<file path="src/rtl/pipelined_addsub_if.sv">
// Streaming operand/result bundle for pipelined_addsub.
// The master drives the operands and out_ready, and the slave (the adder) drives the results.
interface pipelined_addsub_if #(
    parameter int WIDTH = 16
) ();
    logic             in_valid;
    logic             in_ready;
    logic [WIDTH-1:0] a;
    logic [WIDTH-1:0] b;
    logic             cin;
    logic             sub;
    logic             out_valid;
    logic             out_ready;
    logic [WIDTH-1:0] s;
    logic             cout;
    logic             ovf;
    logic             zero;

    modport master (
        output in_valid, a, b, cin, sub, out_ready,
        input  in_ready, out_valid, s, cout, ovf, zero
    );

    modport slave (
        input  in_valid, a, b, cin, sub, out_ready,
        output in_ready, out_valid, s, cout, ovf, zero
    );
endinterface

</file>
<file path="src/rtl/pipelined_addsub.sv">
// Pipelined multi-word adder/subtractor: one CHUNK-bit slice per stage, with the carry registered between stages.
// A single advance enable stalls the whole pipe, so bubbles are not compressed.
module pipelined_addsub #(
    parameter int WIDTH = 16,
    parameter int CHUNK = 4
) (
    input  logic                clk,
    input  logic                rst_n,
    pipelined_addsub_if.slave   bus
);
    localparam int STAGES = WIDTH / CHUNK;

    logic             adv;
    logic [WIDTH-1:0] b_eff;
    logic             c0;

    assign adv          = bus.out_ready | ~bus.out_valid;
    assign bus.in_ready = adv;
    assign b_eff        = bus.sub ? ~bus.b : bus.b;
    assign c0           = bus.sub ? ~bus.cin : bus.cin;

    for (genvar k = 0; k < STAGES; k++) begin : stg
        localparam int RIN = WIDTH - k * CHUNK;
        localparam int D   = (k + 1) * CHUNK;

        logic [RIN-1:0]   a_src;
        logic [RIN-1:0]   b_src;
        logic             c_in;
        logic             v_in;
        logic [CHUNK:0]   sum;
        logic [D-1:0]     s_nxt;
        logic             v_q;
        logic             c_q;
        logic [D-1:0]     s_q;

        if (k == 0) begin : src
            assign a_src = bus.a;
            assign b_src = b_eff;
            assign c_in  = c0;
            assign v_in  = bus.in_valid;
            assign s_nxt = sum[CHUNK-1:0];
        end else begin : src
            assign a_src = stg[k-1].rem.a_q;
            assign b_src = stg[k-1].rem.b_q;
            assign c_in  = stg[k-1].c_q;
            assign v_in  = stg[k-1].v_q;
            assign s_nxt = {sum[CHUNK-1:0], stg[k-1].s_q};
        end

        assign sum = {1'b0, a_src[CHUNK-1:0]} + {1'b0, b_src[CHUNK-1:0]}
                   + {{CHUNK{1'b0}}, c_in};

        always_ff @(posedge clk or negedge rst_n) begin
            if (!rst_n) begin
                v_q <= 1'b0;
                c_q <= 1'b0;
                s_q <= '0;
            end else if (adv) begin
                v_q <= v_in;
                c_q <= sum[CHUNK];
                s_q <= s_nxt;
            end
        end

        if (k < STAGES - 1) begin : rem
            // Operand slices not yet added ride along with the beat.
            logic [RIN-CHUNK-1:0] a_q;
            logic [RIN-CHUNK-1:0] b_q;

            always_ff @(posedge clk or negedge rst_n) begin
                if (!rst_n) begin
                    a_q <= '0;
                    b_q <= '0;
                end else if (adv) begin
                    a_q <= a_src[RIN-1:CHUNK];
                    b_q <= b_src[RIN-1:CHUNK];
                end
            end
        end else begin : fin
            logic ovf_q;
            logic zero_q;

            // The carry into the MSB is recovered as a ^ b ^ s at that bit.
            always_ff @(posedge clk or negedge rst_n) begin
                if (!rst_n) begin
                    ovf_q  <= 1'b0;
                    zero_q <= 1'b0;
                end else if (adv) begin
                    ovf_q  <= a_src[CHUNK-1] ^ b_src[CHUNK-1] ^ sum[CHUNK-1] ^ sum[CHUNK];
                    zero_q <= (s_nxt == '0);
                end
            end
        end
    end

    assign bus.out_valid = stg[STAGES-1].v_q;
    assign bus.s         = stg[STAGES-1].s_q;
    assign bus.cout      = stg[STAGES-1].c_q;
    assign bus.ovf       = stg[STAGES-1].fin.ovf_q;
    assign bus.zero      = stg[STAGES-1].fin.zero_q;
endmodule

</file>
<file path="src/flat_wrapper.sv">
// flat-port wrapper written by rule: the top's interface ports become plain ports
module pipelined_addsub_flat 
#(
    parameter int WIDTH = 16,
    parameter int CHUNK = 4
)
  (clk, rst_n, bus_in_valid, bus_a, bus_b, bus_cin, bus_sub, bus_out_ready, bus_in_ready, bus_out_valid, bus_s, bus_cout, bus_ovf, bus_zero);
  pipelined_addsub_if #(.WIDTH(WIDTH)) bus_i ();
  input  logic clk;
  input  logic rst_n;
  input wire logic [$bits(bus_i.in_valid)-1:0] bus_in_valid;
  input wire logic [$bits(bus_i.a)-1:0] bus_a;
  input wire logic [$bits(bus_i.b)-1:0] bus_b;
  input wire logic [$bits(bus_i.cin)-1:0] bus_cin;
  input wire logic [$bits(bus_i.sub)-1:0] bus_sub;
  input wire logic [$bits(bus_i.out_ready)-1:0] bus_out_ready;
  output wire logic [$bits(bus_i.in_ready)-1:0] bus_in_ready;
  output wire logic [$bits(bus_i.out_valid)-1:0] bus_out_valid;
  output wire logic [$bits(bus_i.s)-1:0] bus_s;
  output wire logic [$bits(bus_i.cout)-1:0] bus_cout;
  output wire logic [$bits(bus_i.ovf)-1:0] bus_ovf;
  output wire logic [$bits(bus_i.zero)-1:0] bus_zero;
  assign bus_i.in_valid = bus_in_valid;
  assign bus_i.a = bus_a;
  assign bus_i.b = bus_b;
  assign bus_i.cin = bus_cin;
  assign bus_i.sub = bus_sub;
  assign bus_i.out_ready = bus_out_ready;
  assign bus_in_ready = bus_i.in_ready;
  assign bus_out_valid = bus_i.out_valid;
  assign bus_s = bus_i.s;
  assign bus_cout = bus_i.cout;
  assign bus_ovf = bus_i.ovf;
  assign bus_zero = bus_i.zero;
  pipelined_addsub #(.WIDTH(WIDTH), .CHUNK(CHUNK)) u_core (.clk(clk), .rst_n(rst_n), .bus(bus_i));
endmodule
</file>
<file path="config.mk">
export PLATFORM = sky130hd
export DESIGN_NAME = pipelined_addsub_flat
export DESIGN_NICKNAME = d
export VERILOG_FILES = /design/src/rtl/pipelined_addsub_if.sv /design/src/rtl/pipelined_addsub.sv /design/src/flat_wrapper.sv
export SDC_FILE = /design/constraint.sdc
export NUM_CORES = 1
export LEC_CHECK = 0
export CORE_MARGIN = 5
export CORE_UTILIZATION = 25
export DETAILED_ROUTE_END_ITERATION = 10
export HOLD_SLACK_MARGIN = 0.03
export SLEW_MARGIN = 25
export SYNTH_ARGS = -nofsm -noshare
export SYNTH_HDL_FRONTEND = slang
export SYNTH_SLANG_ARGS = --single-unit
export TNS_END_PERCENT = 1
</file>
<file path="constraint.sdc">
create_clock -name clk -period 1.9 [get_ports clk]
set_input_delay 0.19 -clock clk [delete_from_list [all_inputs] [get_ports clk]]
set_output_delay 0.19 -clock clk [all_outputs]
set_load 0.02 [all_outputs]
</file>
==> metrics, run 1 <==
crit-path max FO=2; setup violators final=0; Mapped Area=0.00431 mm²; Relative slew margins=0.661; DR pass1 iterations=4; fillers=1797; minimum clock period=1820 ps; vias in the first global route=3239; root buffer selected by CTS=clkbuf_16; Seq cells post-synth=98; Area Growth Syn to Fin=27.8%; Initial Util=0.252; Post-synth ARST share=1.00; design area=0.00551 mm²; Least-Margin Pin Slew=508 ps; Distinct cells, synth=23; Setup TNS=0 ps; Syn Inst Count=464; Fin. Hold Viols=0; Reg area=0.00245 mm²; Area after DPL=0.00519 mm²; Post-synth EDFFs=0; total track usage=0.0964; DRC viols=0; Slew Limit Fails=0; Worst Hold Slack=365 ps; period utilisation layout=0.958; max-cap viol count=0; Multi-input gate area=0.00173 mm²; Yosys top cell by area=dfrtp_1; CTS Buffer Depth=2; top-area cell type share of the netlist area=0.569; startpoint types=flop; CTS clk-pin slew, worst paths=60 ps; chip height=141 µm; IO buf count=58; pin count of the biggest net entering global routing=73; final wirelength=9080 µm; Avg Cell Area, Syn=9.28 µm²; Post-synth top flop=dfrtp_1; DR vias/cell=4.12; DP Wirelength=6760 µm; fin nets=579; first-pass GRT wire length=15600 µm; Avg WL per Cell=12.1 µm; leak pwr=2.65 nW; Worst Hold Class=in -> async; clock latency on the worst-skew pair=340 ps; worst path arrival time=2040 ps; Worst EP required=2120 ps; I/O pin count=59; status=finished clean; # diodes=0; proportion of layout cells with a drive suffix above 1=0.0684; initial antenna violation count=0; routed vias=3095; die area=0.0200 mm²; cell area power density=1580 mW/mm²; setup skew after layout=7.11 ps; Syn Nets=522; CTS H-tree lvls=3; top cells by area, synth=dfrtp_1, nand2_1, fa_1; Synth Warn #=0; CTS Sinks=98; Post-CTS Setup Bufs=0; global route overflow=0; DRT iter0 DRCs=155; Max Clock Freq=550 MHz; Seq/Total Area, Yosys=0.569; synth cell count leaders=nand2_1, dfrtp_1, o21ai_1, xnor2_1; unrepaired setup endpoints after global routing=yes; peak supply drop=0.590 mV; core area=0.0171 mm²; critical path class=reg -> reg; row count=48; ANT nets after route=0; GPL Wtd Cong=0.801; most common cell in the netlist=nand2_1; die width=141 µm; R2R cell count=6; CTS tree=done; CTS buffer count=9; Crit. End Element=flop
per-stage QoR:
step | cells | setup slack (ps) | power [mW] | utilization
2_1_floorplan | 464 | 13.1 | 5.73 | -
5_1_grt | 751 | -5.65 | 9.48 | 0.322
3_5_place_dp | 734 | -259 | 7.01 | 0.303
4_1_cts | 751 | 11.1 | 8.83 | 0.321
3_3_place_gp | 734 | -179 | 6.86 | 0.303
6_report | 751 | 80.7 | 8.72 | 0.322
report_power, final:
part / internal, mW / leakage (nW) / switching (mW)
Sequential: 3.02 / 1.18 / 0.603
Combinational: 1.50 / 1.33 / 1.82
Clock: 1.02 / 0.142 / 0.765
Total: 5.53 / 2.65 / 3.19
cell families after synthesis:
kind of cell / after synthesis / share of synthesized area
buffers and inverters: 36 / 0.0351
XOR/XNOR: 23 / 0.0468
flip-flops: 98 / 0.569
AO/OA/AOI/OAI: 47 / 0.0575
adder cells (fa/ha/maj): 20 / 0.0720
multiplexers: 1 / 0.00261
AND/OR/NAND/NOR: 239 / 0.217
per-layer routing:
layer  share of wire  track usage
met5               0            0
met3           0.047       0.0276
met4           0.010       0.0229
met1            0.50        0.132
met2            0.45        0.151
layout make-up:
type	instances	area share
Sequential cell	98	0.445
Multi-Input combinational cell	330	0.314
Timing Repair Buffer	69	0.128
Tap cell	225	0.0511
Clock buffer	9	0.0409
Clock inverter	7	0.0125
Inverter	13	0.00886
registers in the layout, summed over array words and instances (netlist names):
signal / flops
u_core.stg.rem.a_q: 24
u_core.stg.rem.b_q: 24
u_core.stg.s_q: 24
u_core.bus.s: 16
u_core.stg.c_q: 3
u_core.stg.v_q: 3
u_core.bus.cout: 1
u_core.bus.out_valid: 1
u_core.bus.ovf: 1
u_core.bus.zero: 1
repair_timing:
item	CTS	global route
gates resized for setup	1	3
cloned	0	0
hold buffers	1	0
endpoints found under the setup margin	1	4
endpoints found under the hold margin	37	0
critical path, stage by stage, from the launching register on:
cell,delay [ps]
dfrtp_1,400
fa_2,410
fa_2,360
a21o_1,180
a21oi_2,160
xnor2_1,130
o21ai_1,70
path summary, 6_finish.rpt:
kind                                          start                        to  slack [ps]
min reg2reg                         u_core.bus.s[1]           u_core.bus.s[1]         460
max reg2reg                u_core.stg[2].rem.b_q[0]            u_core.bus.ovf          80
max                        u_core.stg[2].rem.b_q[0]            u_core.bus.ovf          80
max in group asynchronous                     rst_n      u_core.stg[2].s_q[6]         890
min                                           rst_n          u_core.bus.s[12]         360
min in group clk                           bus_a[7]  u_core.stg[0].rem.a_q[3]         380
cells in the final DEF (no fill, tap or decap), types with 5 or more instances in the layout:
cell	instances
nand2_1	218
dfrtp_1	98
clkdlybuf4s50_1	56
o21ai_1	23
xnor2_1	14
inv_1	12
a21oi_1	12
ha_1	12
nor2_1	11
xor2_1	9
clkbuf_16	9
buf_4	8
o21ai_0	6
fa_1	6
a21o_1	5
No activity file was read; power rests on OpenSTA's default activity.
==> run 2: changes to the inputs <==
Settings changed: CORE_MARGIN 5 to 3, CTS_CLUSTER_DIAMETER set to 50, PLACE_DENSITY set to 0.48.
==> run 2 against run 1 <==
First-iteration DRC count down 3.2%; clock power up 3%; die area decreased by 5.6%; cell area is essentially flat; sequential power about the same; core utilization up 0.81 points; worst hold slack worse by 31 ps; sequential share of layout area hardly changed; routed wire length is 2.0% lower; register-to-register slack about the same; critical path type unchanged; largest cell class unchanged; largest power group unchanged.
==> metrics, run 2 (same netlist as run 1, synthesis figures left out) <==
status=finished clean; Worst Path Buf+Inv=0; IO buf count=58; period utilisation layout=0.952; Worst Hold Class=in -> async; most frequent cells in the layout=nand2_1, dfrtp_1, clkdlybuf4s50_1; Fin. Hold Viols=0; die width=137 µm; row count=47; Slew Limit Fails=0; Util after Layout=0.330; root buffer selected by CTS=clkbuf_16; ANT nets after route=0; DR pass1 iterations=4; DRC viols=0; Clk pwr share=0.210; critical path class=reg -> reg; DRT iter0 DRCs=150; final wirelength=8900 µm; Psw=3.13 mW; fillers=1795; setup violators final=0; leak pwr=2.65 nW; family with the most delay on the worst path=adder cells; sw frac=0.359; setup skew after layout=5.86 ps; Power Internal=5.58 mW; first-pass GRT wire length=15300 µm; worst path arrival time=2030 ps; total track usage=0.103; Worst EP required=2120 ps; combinational share of power=0.375; CTS H-tree lvls=3; clock latency on the worst-skew pair=340 ps; CTS clk-pin slew, worst paths=60 ps; unrepaired setup endpoints after global routing=yes; Avg WL per Cell=11.9 µm; cell area power density=1580 mW/mm²; most common cell after layout, fill and taps aside=nand2_1; proportion of layout cells with a drive suffix above 1=0.0648; CP peak stage delay=410 ps; max-cap viol count=0; GPL Wtd Cong=0.744; largest registers=u_core.stg.rem.a_q: 24 flops, u_core.stg.rem.b_q: 24 flops, u_core.stg.s_q: 24 flops; CTS tree=done; vias in the first global route=3098; post-place setup slack=-225 ps; startpoint types=flop; # diodes=0; Initial Util=0.258; crit-path max FO=2; peak supply drop=0.568 mV; core area=0.0167 mm²; final setup margin=91.7 ps; CTS buffer count=9; Least-Margin Pin Slew=423 ps; DP Wirelength=6420 µm; Max Clock Freq=553 MHz; Flop pwr share=0.415; die area=0.0188 mm²; slowest stage cell, crit path=fa_2; pin count of the biggest net entering global routing=84; fin nets=578; Critical Path, Cell by Cell=fa_2, fa_2, a21o_1, a21oi_2, xnor2_1, o21ai_1; global route overflow=0; CP dominant cell by count=fa_2; chip height=137 µm; initial antenna violation count=0; DR vias/cell=4.08; I/O pin count=59; CTS Sinks=98; Crit. End Element=flop; CTS Buffer Depth=2; minimum clock period=1810 ps; Post-CTS Setup Bufs=0; Area Growth Syn to Fin=27.9%; Relative slew margins=0.718; routed vias=3042
==> run 2: layout make-up <==
type | count | area, µm² | share of cell area
Inverter | 13 | 48.8 | 0.00886
Timing Repair Buffer | 68 | 706 | 0.128
Multi-Input combinational cell | 330 | 1720 | 0.312
Tap cell | 220 | 275 | 0.0500
Clock inverter | 5 | 52.6 | 0.00954
Clock buffer | 11 | 253 | 0.0459
Sequential cell | 98 | 2450 | 0.445
==> run 2: routing by layer <==
layer,vias to the layer above,global-route usage,part of all wire
met2,63,0.151,0.43
met3,10,0.0310,0.049
li1,1559,-,-
met4,0,0.0333,0.015
met5,-,0,0
met1,1410,0.145,0.51
==> run 2: repair_timing <==
item	4_1_cts	5_1_grt
setup endpoints to repair	1	4
hold buffers	1	0
gates resized for setup	1	1
pin swaps	0	2
hold endpoints to repair	30	0
==> run 2: stage by stage <==
stage                     instance area [µm²]  cells  total power [mW]  hold WS (ps)  TNS, ps
final                                    5510    745              8.71           333        0
after global routing                     5510    745              9.52           357    -13.9
after CTS                                5510    745              8.89           336        0
after detailed placement                 5190    728              7.00           162     -730
after global placement                   5190    728              6.89           159     -478
after floorplan                          4310    464              5.73          -106        0
==> run 2: power by group through the flow <==
stage	registers (mW)	logic, mW	clock network [mW]
6_report	3.61	3.27	1.83
5_1_grt	3.75	3.79	1.99
4_1_cts	3.63	3.35	1.91
3_5_place_dp	3.66	3.34	0
3_3_place_gp	3.64	3.25	0
2_1_floorplan	3.72	2.00	0
==> run 2: path summary, 6_finish.rpt <==
kind                                               start                   endpoint  slack [ps]  depth (start not counted)
worst min register to register         u_core.stg[2].v_q          u_core.stg[2].v_q         460                          2
worst max register to register  u_core.stg[2].rem.b_q[0]             u_core.bus.ovf          90                          6
worst max-delay path            u_core.stg[2].rem.b_q[0]             u_core.bus.ovf          90                          6
worst min-delay path                               rst_n          u_core.stg[0].v_q         330                          2
max in group asynchronous                          rst_n   u_core.stg[0].rem.a_q[0]         940                          3
min in group clk                               bus_a[14]  u_core.stg[0].rem.a_q[10]         380                          3
